===== src/rtl/store_unit.sv =====
// store_unit: memory write path for sw/sh/sb.
// Sub-word stores read the containing word, merge the new lane and write the word back.
// Optional build macro: STORE_ALIGN_CHECK_EN (misaligned word/half requests finish without touching memory).
module store_unit #(
    parameter int unsigned READ_LATENCY = 1
) (
    input  logic        clock,
    input  logic        reset,
    input  logic        req_valid,
    output logic        req_ready,
    input  logic [31:0] req_addr,
    input  logic [31:0] req_data,
    input  logic [1:0]  req_size,
    output logic [31:0] mem_addr,
    output logic        mem_wr,
    output logic [31:0] mem_wdata,
    input  logic [31:0] mem_rdata,
    output logic        busy,
    output logic        done,
    output logic        misalign
);
    localparam int unsigned AW = 32;
    localparam int unsigned DW = 32;
    localparam int unsigned CW = 3;
    localparam logic [CW-1:0] CNT_LAST = CW'(READ_LATENCY);
    localparam logic [1:0] SZ_HALF = 2'b01;
    localparam logic [1:0] SZ_BYTE = 2'b10;

    typedef enum logic [1:0] {IDLE, READ, WRITE, DONE} state_t;

    state_t          state_q, state_d;
    logic [AW-1:0]   addr_q, addr_d;
    logic [DW-1:0]   data_q, data_d;
    logic [1:0]      size_q, size_d;
    logic [CW-1:0]   cnt_q, cnt_d;
    logic [DW-1:0]   merge_q, merge_d;
    logic [AW-1:0]   mem_addr_d;
    logic [DW-1:0]   mem_wdata_d;
    logic            accept_c;
    logic            fault_c;

    assign accept_c = req_valid && req_ready;

`ifdef STORE_ALIGN_CHECK_EN
    // Word requests need addr[1:0]==0, half requests need addr[0]==0.
    assign fault_c = (req_size == SZ_HALF) ? req_addr[0] :
                     (req_size == SZ_BYTE) ? 1'b0 : (|req_addr[1:0]);

    // misalign pulses together with done for a rejected request.
    always_ff @(posedge clock or negedge reset) begin
        if (!reset) begin
            misalign <= 1'b0;
        end else begin
            misalign <= (state_q == IDLE) && accept_c && fault_c;
        end
    end
`else
    assign fault_c  = 1'b0;
    assign misalign = 1'b0;
`endif

    // State and datapath registers; outputs are registered from next-state values.
    always_ff @(posedge clock or negedge reset) begin
        if (!reset) begin
            state_q   <= IDLE;
            addr_q    <= '0;
            data_q    <= '0;
            size_q    <= '0;
            cnt_q     <= '0;
            merge_q   <= '0;
            req_ready <= 1'b1;
            busy      <= 1'b0;
            done      <= 1'b0;
            mem_wr    <= 1'b0;
            mem_addr  <= '0;
            mem_wdata <= '0;
        end else begin
            state_q   <= state_d;
            addr_q    <= addr_d;
            data_q    <= data_d;
            size_q    <= size_d;
            cnt_q     <= cnt_d;
            merge_q   <= merge_d;
            req_ready <= (state_d == IDLE);
            busy      <= (state_d != IDLE);
            done      <= (state_d == DONE);
            mem_wr    <= (state_d == WRITE);
            mem_addr  <= mem_addr_d;
            mem_wdata <= mem_wdata_d;
        end
    end

    // Next-state, request capture, lane merge and next output values.
    always_comb begin
        state_d = state_q;
        addr_d  = addr_q;
        data_d  = data_q;
        size_d  = size_q;
        cnt_d   = cnt_q;
        merge_d = merge_q;

        unique case (state_q)
            IDLE: begin
                if (accept_c) begin
                    addr_d = req_addr;
                    data_d = req_data;
                    size_d = req_size;
                    cnt_d  = '0;
                    if (fault_c) begin
                        state_d = DONE;
                    end else if (req_size == SZ_HALF || req_size == SZ_BYTE) begin
                        state_d = READ;
                    end else begin
                        state_d = WRITE;
                    end
                end
            end
            READ: begin
                if (cnt_q == CNT_LAST) begin
                    state_d = WRITE;
                    merge_d = mem_rdata;
                    if (size_q == SZ_HALF) begin
                        if (addr_q[1]) begin
                            merge_d[15:0] = data_q[15:0];
                        end else begin
                            merge_d[31:16] = data_q[15:0];
                        end
                    end else begin
                        unique case (addr_q[1:0])
                            2'b00: merge_d[31:24] = data_q[7:0];
                            2'b01: merge_d[23:16] = data_q[7:0];
                            2'b10: merge_d[15:8]  = data_q[7:0];
                            2'b11: merge_d[7:0]   = data_q[7:0];
                        endcase
                    end
                end else begin
                    cnt_d = cnt_q + CW'(1);
                end
            end
            WRITE: state_d = DONE;
            DONE:  state_d = IDLE;
        endcase

        mem_addr_d  = (state_d == READ || state_d == WRITE) ? {addr_d[AW-1:2], 2'b00} : '0;
        mem_wdata_d = '0;
        if (state_d == WRITE) begin
            mem_wdata_d = (size_d == SZ_HALF || size_d == SZ_BYTE) ? merge_d : data_d;
        end
    end
endmodule

===== config.mk =====
export PLATFORM = sky130hd
export DESIGN_NAME = store_unit
export DESIGN_NICKNAME = d
export VERILOG_FILES = /design/src/rtl/store_unit.sv
export SDC_FILE = /design/constraint.sdc
export NUM_CORES = 1
export LEC_CHECK = 0
export CAP_MARGIN = 20
export CORE_MARGIN = 5
export CORE_UTILIZATION = 55
export CTS_CLUSTER_SIZE = 20
export DETAILED_ROUTE_END_ITERATION = 7
export PLACE_DENSITY = 0.95
export SLEW_MARGIN = 5
export SYNTH_ARGS = -nofsm -noshare
export SYNTH_HDL_FRONTEND = slang
export SYNTH_SLANG_ARGS = --single-unit

===== constraint.sdc =====
create_clock -name clock -period 6.5 [get_ports clock]
set_input_delay 1.3 -clock clock [delete_from_list [all_inputs] [get_ports clock]]
set_output_delay 1.3 -clock clock [all_outputs]
set_load 0.02 [all_outputs]

==> impl_results.md <==
* Startpoint Class: input port
* DIE AREA at ~16000 µm²
* Antenna-violating nets left at 0
* First-pass GRT wire length at 30540 µm
* Avg Cell Area, Syn at approximately 13 µm²
* Final WL at ~19000 µm
* Final min period at around 4.0 ns
* Clock transition at path regs at 0.06 ns
* Core ar. at ~14000 µm²
* RSZ-0062 raised after global routing: false
* Via count at 5488
* Critical-path cell list: clkdlybuf4s50_1 > and4bb_4 > buf_4 > mux2i_4 > buf_4 > nand2b_1 > o211a_1
* Vias in the first global route at 5819
* Mapped Area at 7667 µm²
* Die Y-Extent at 128.1 µm
* Max FO, Critical Path at 64
* Clock network power share at 0.197
* Max-slew headroom at 0.2864
* CTS tree: done
* Clock Sinks at 169
* Clock skew at between 0.007 and 0.008 ns
* # DRC at 0
* Final setup fails at 0
* Yosys warning count at 0
* Routed vias/inst at roughly 5.8
* Gate Count Post-Synth at approximately 600
* Nets@finish at 860
* WL per Instance at ~20 µm
* Post-synth top area share at 0.5483
* Clk buf depth at 2
* Synth top area cells: dfrtp_1 55%, mux2_4 4.7%, a211oi_1 4.5%
* Status: completed
* Multi-input gate area at approximately 3100 µm²
* Crit path largest cell delay at about 0.7 ns
* Post-CTS setup buffers at 0
* Seq cells post-synth at 169
* Clock root cell: clkbuf_16
* PD cells at 526.0 nW/µm²
* Site row count at 43
* Starting Density at 0.5567
* N_diodes at 0
* Fill cells at just over 900
* EDFF count, synth at 0
* Setup crit end kind: flop
* P_int at between 0.003 and 0.004 W
* Sum Neg Setup Slack at 0 ns
* PortBufs at 166
* Io pins at between 150 and 200
* Top sig layer: met4
* Met2 WL at a little over 9000 µm
* Hold Fails Final Rpt at 0
* Top-count cell post-synth: dfrtp_1
* Hold Path Class: flop to flop
* Max VDD drop at ~340 µV
* DRC violation total after the first TritonRoute iteration at ~630
* Crit path max-delay cell type: and4bb_4
* Leak at roughly 4.7 nW
* Post-Layout Cell Count at approximately 950
* Placed Cells at 914
* Worst Tran Pin Value at around 1.1 ns
* Most frequent cells after synthesis: 168 x dfrtp_1, 46 x a211oi_1, 39 x nand2_1, 36 x nand2b_1, 33 x o211a_1
* Cell taking the most area after synthesis: dfrtp_1
* Buf/Inv on CP at 3
* H-tree levels at 4
* Maxcap violations at 0
* Tot GR Track Use at 0.2405
* WP data arrival at 4.30 ns
* Critical Path RT at around 6.8 ns
* Largest net degree at the start of global routing at 100
* Crit path top cell by count: buf_4
* Register area share after synthesis at 0.5517
* Register Area at 4232 µm²
* Combinational fraction of design power at 0.454
* Clock latency on the worst-skew pair at roughly 0.42 ns
* 1st-pass router iterations at 5
* Final Max Slew Viols at 0
* Met3 wire length at approximately 1900 µm
* Share of cells above drive strength 1 at 0.1281
* Async SR Flop Fraction at 1.000
* Post-synth top flop: dfrtp_1
* Final HPWL DP at ~13000 µm
* Total net switching power at just under 0.002 W
* CP delay by family, top: buffers and inverters
* Die Wd at around 130 µm
* Tcrit/Tclk final at 0.6148
* Sequential share of power at 0.349
* Final Wtd Congestion at 0.8542
* P&R area growth vs syn at 29.21%
* Wire length on met1 at 7281 µm
* Peak Freq at 250.2 MHz
* CTS Hold Bufs at 0
* CTS Buf Count at 17
* Synth unique cells at 38
* Sw Ratio at 0.3708
* CTS resizes at 0
* Kind of critical path: input port to flop
* Grt total ovfl at 0
* Initial antenna violation count at 0
## layer usage
layer / track usage / vias up
met4: 0.09613 / 0
met1: 0.2925 / 2737
li1: - / 2453
met3: 0.09375 / 42
met2: 0.3863 / 256
met5: 0 / -
## final timing paths
kind / start / depth (start not counted) / end / slack (ns)
hold reg to reg: addr_q[2] / 1 / addr_q[2] / 0.48
min in group asynchronous: reset / 1 / data_q[16] / 0.93
setup reg to reg: req_ready / 6 / mem_wdata[7] / 3.31
max in group asynchronous: reset / 2 / addr_q[19] / 4.14
setup / recovery: req_valid / 7 / mem_wdata[7] / 2.50
hold / removal: addr_q[2] / 1 / addr_q[2] / 0.48
## cell families (layout without fill, tap and decap cells)
family / count (synthesis) / count (layout) / synth area share
adders and majority gates: 6 / 6 / 0.009791
buffers and inverters: 58 / 209 / 0.04471
other: 1 / 3 / 0.0004891
xor gates and xnor gates: 2 / 2 / 0.002285
and+or+nand+nor: 163 / 163 / 0.1260
AOI/OAI and AO/OA: 141 / 141 / 0.1475
DFF: 169 / 169 / 0.5517
muxes: 72 / 72 / 0.1175
## sequential cells by signal, indices dropped and copies added, names as in the netlist
register	count
cnt_q	3
addr_q	32
done	1
mem_wr	1
busy	1
state_q	2
size_q	2
mem_addr	30
merge_q	32
req_ready	1
mem_wdata	32
data_q	32
## cell usage in the layout, fill, tap and decap left out, types with 5 or more instances in the layout
cell type	synthesis	layout
mux2_2	30	30
buf_4	7	7
nor2b_1	24	23
o21a_1	8	8
nand2b_1	36	36
a21oi_1	10	10
mux2_4	24	24
mux2i_1	9	9
o211a_1	33	33
a211oi_1	46	46
o31ai_1	23	23
clkinvlp_4	0	5
and2_1	30	30
dfrtp_1	168	167
a211o_1	9	9
and3b_1	16	16
clkdlybuf4s50_1	0	165
ha_1	6	6
inv_1	5	5
clkbuf_16	0	17
nand2_1	39	39
and3_1	9	9
a22o_1	9	9
mux2_1	8	8
## layout make-up
type                       instances  share of cell area
sequential                       169              0.4271
clock inverter                    11             0.01478
timing repair buffer             173              0.1732
tap                              180             0.02273
inverter                           5            0.001894
multi-input combinational        387              0.3142
clock buffer                      20             0.04610
## per-stage QoR
stage                       util  hold WS [ns]  setup WS (ns)  power [W]  area (µm²)
after floorplan                -        0.4462          3.564   0.003439        7675
after global placement    0.6755        0.4570          2.265   0.004056        9304
final                     0.7193        0.4758          2.504   0.005212        9907
after detailed placement  0.6755        0.4681          2.081   0.004195        9304
after global routing      0.7193        0.5018          2.347   0.005542        9907
after CTS                 0.7193        0.4824          2.498   0.005259        9907
## power groups by stage
stage | sequential [W] | combinational [W] | clock [W]
6_report | 0.00182 | 0.00237 | 0.00103
2_1_floorplan | 0.00193 | 0.00151 | 0
5_1_grt | 0.00187 | 0.00258 | 0.00110
4_1_cts | 0.00183 | 0.00239 | 0.00105
3_3_place_gp | 0.00181 | 0.00224 | 0
3_5_place_dp | 0.00183 | 0.00236 | 0
Note: power is estimated with default switching activity, not from simulation.
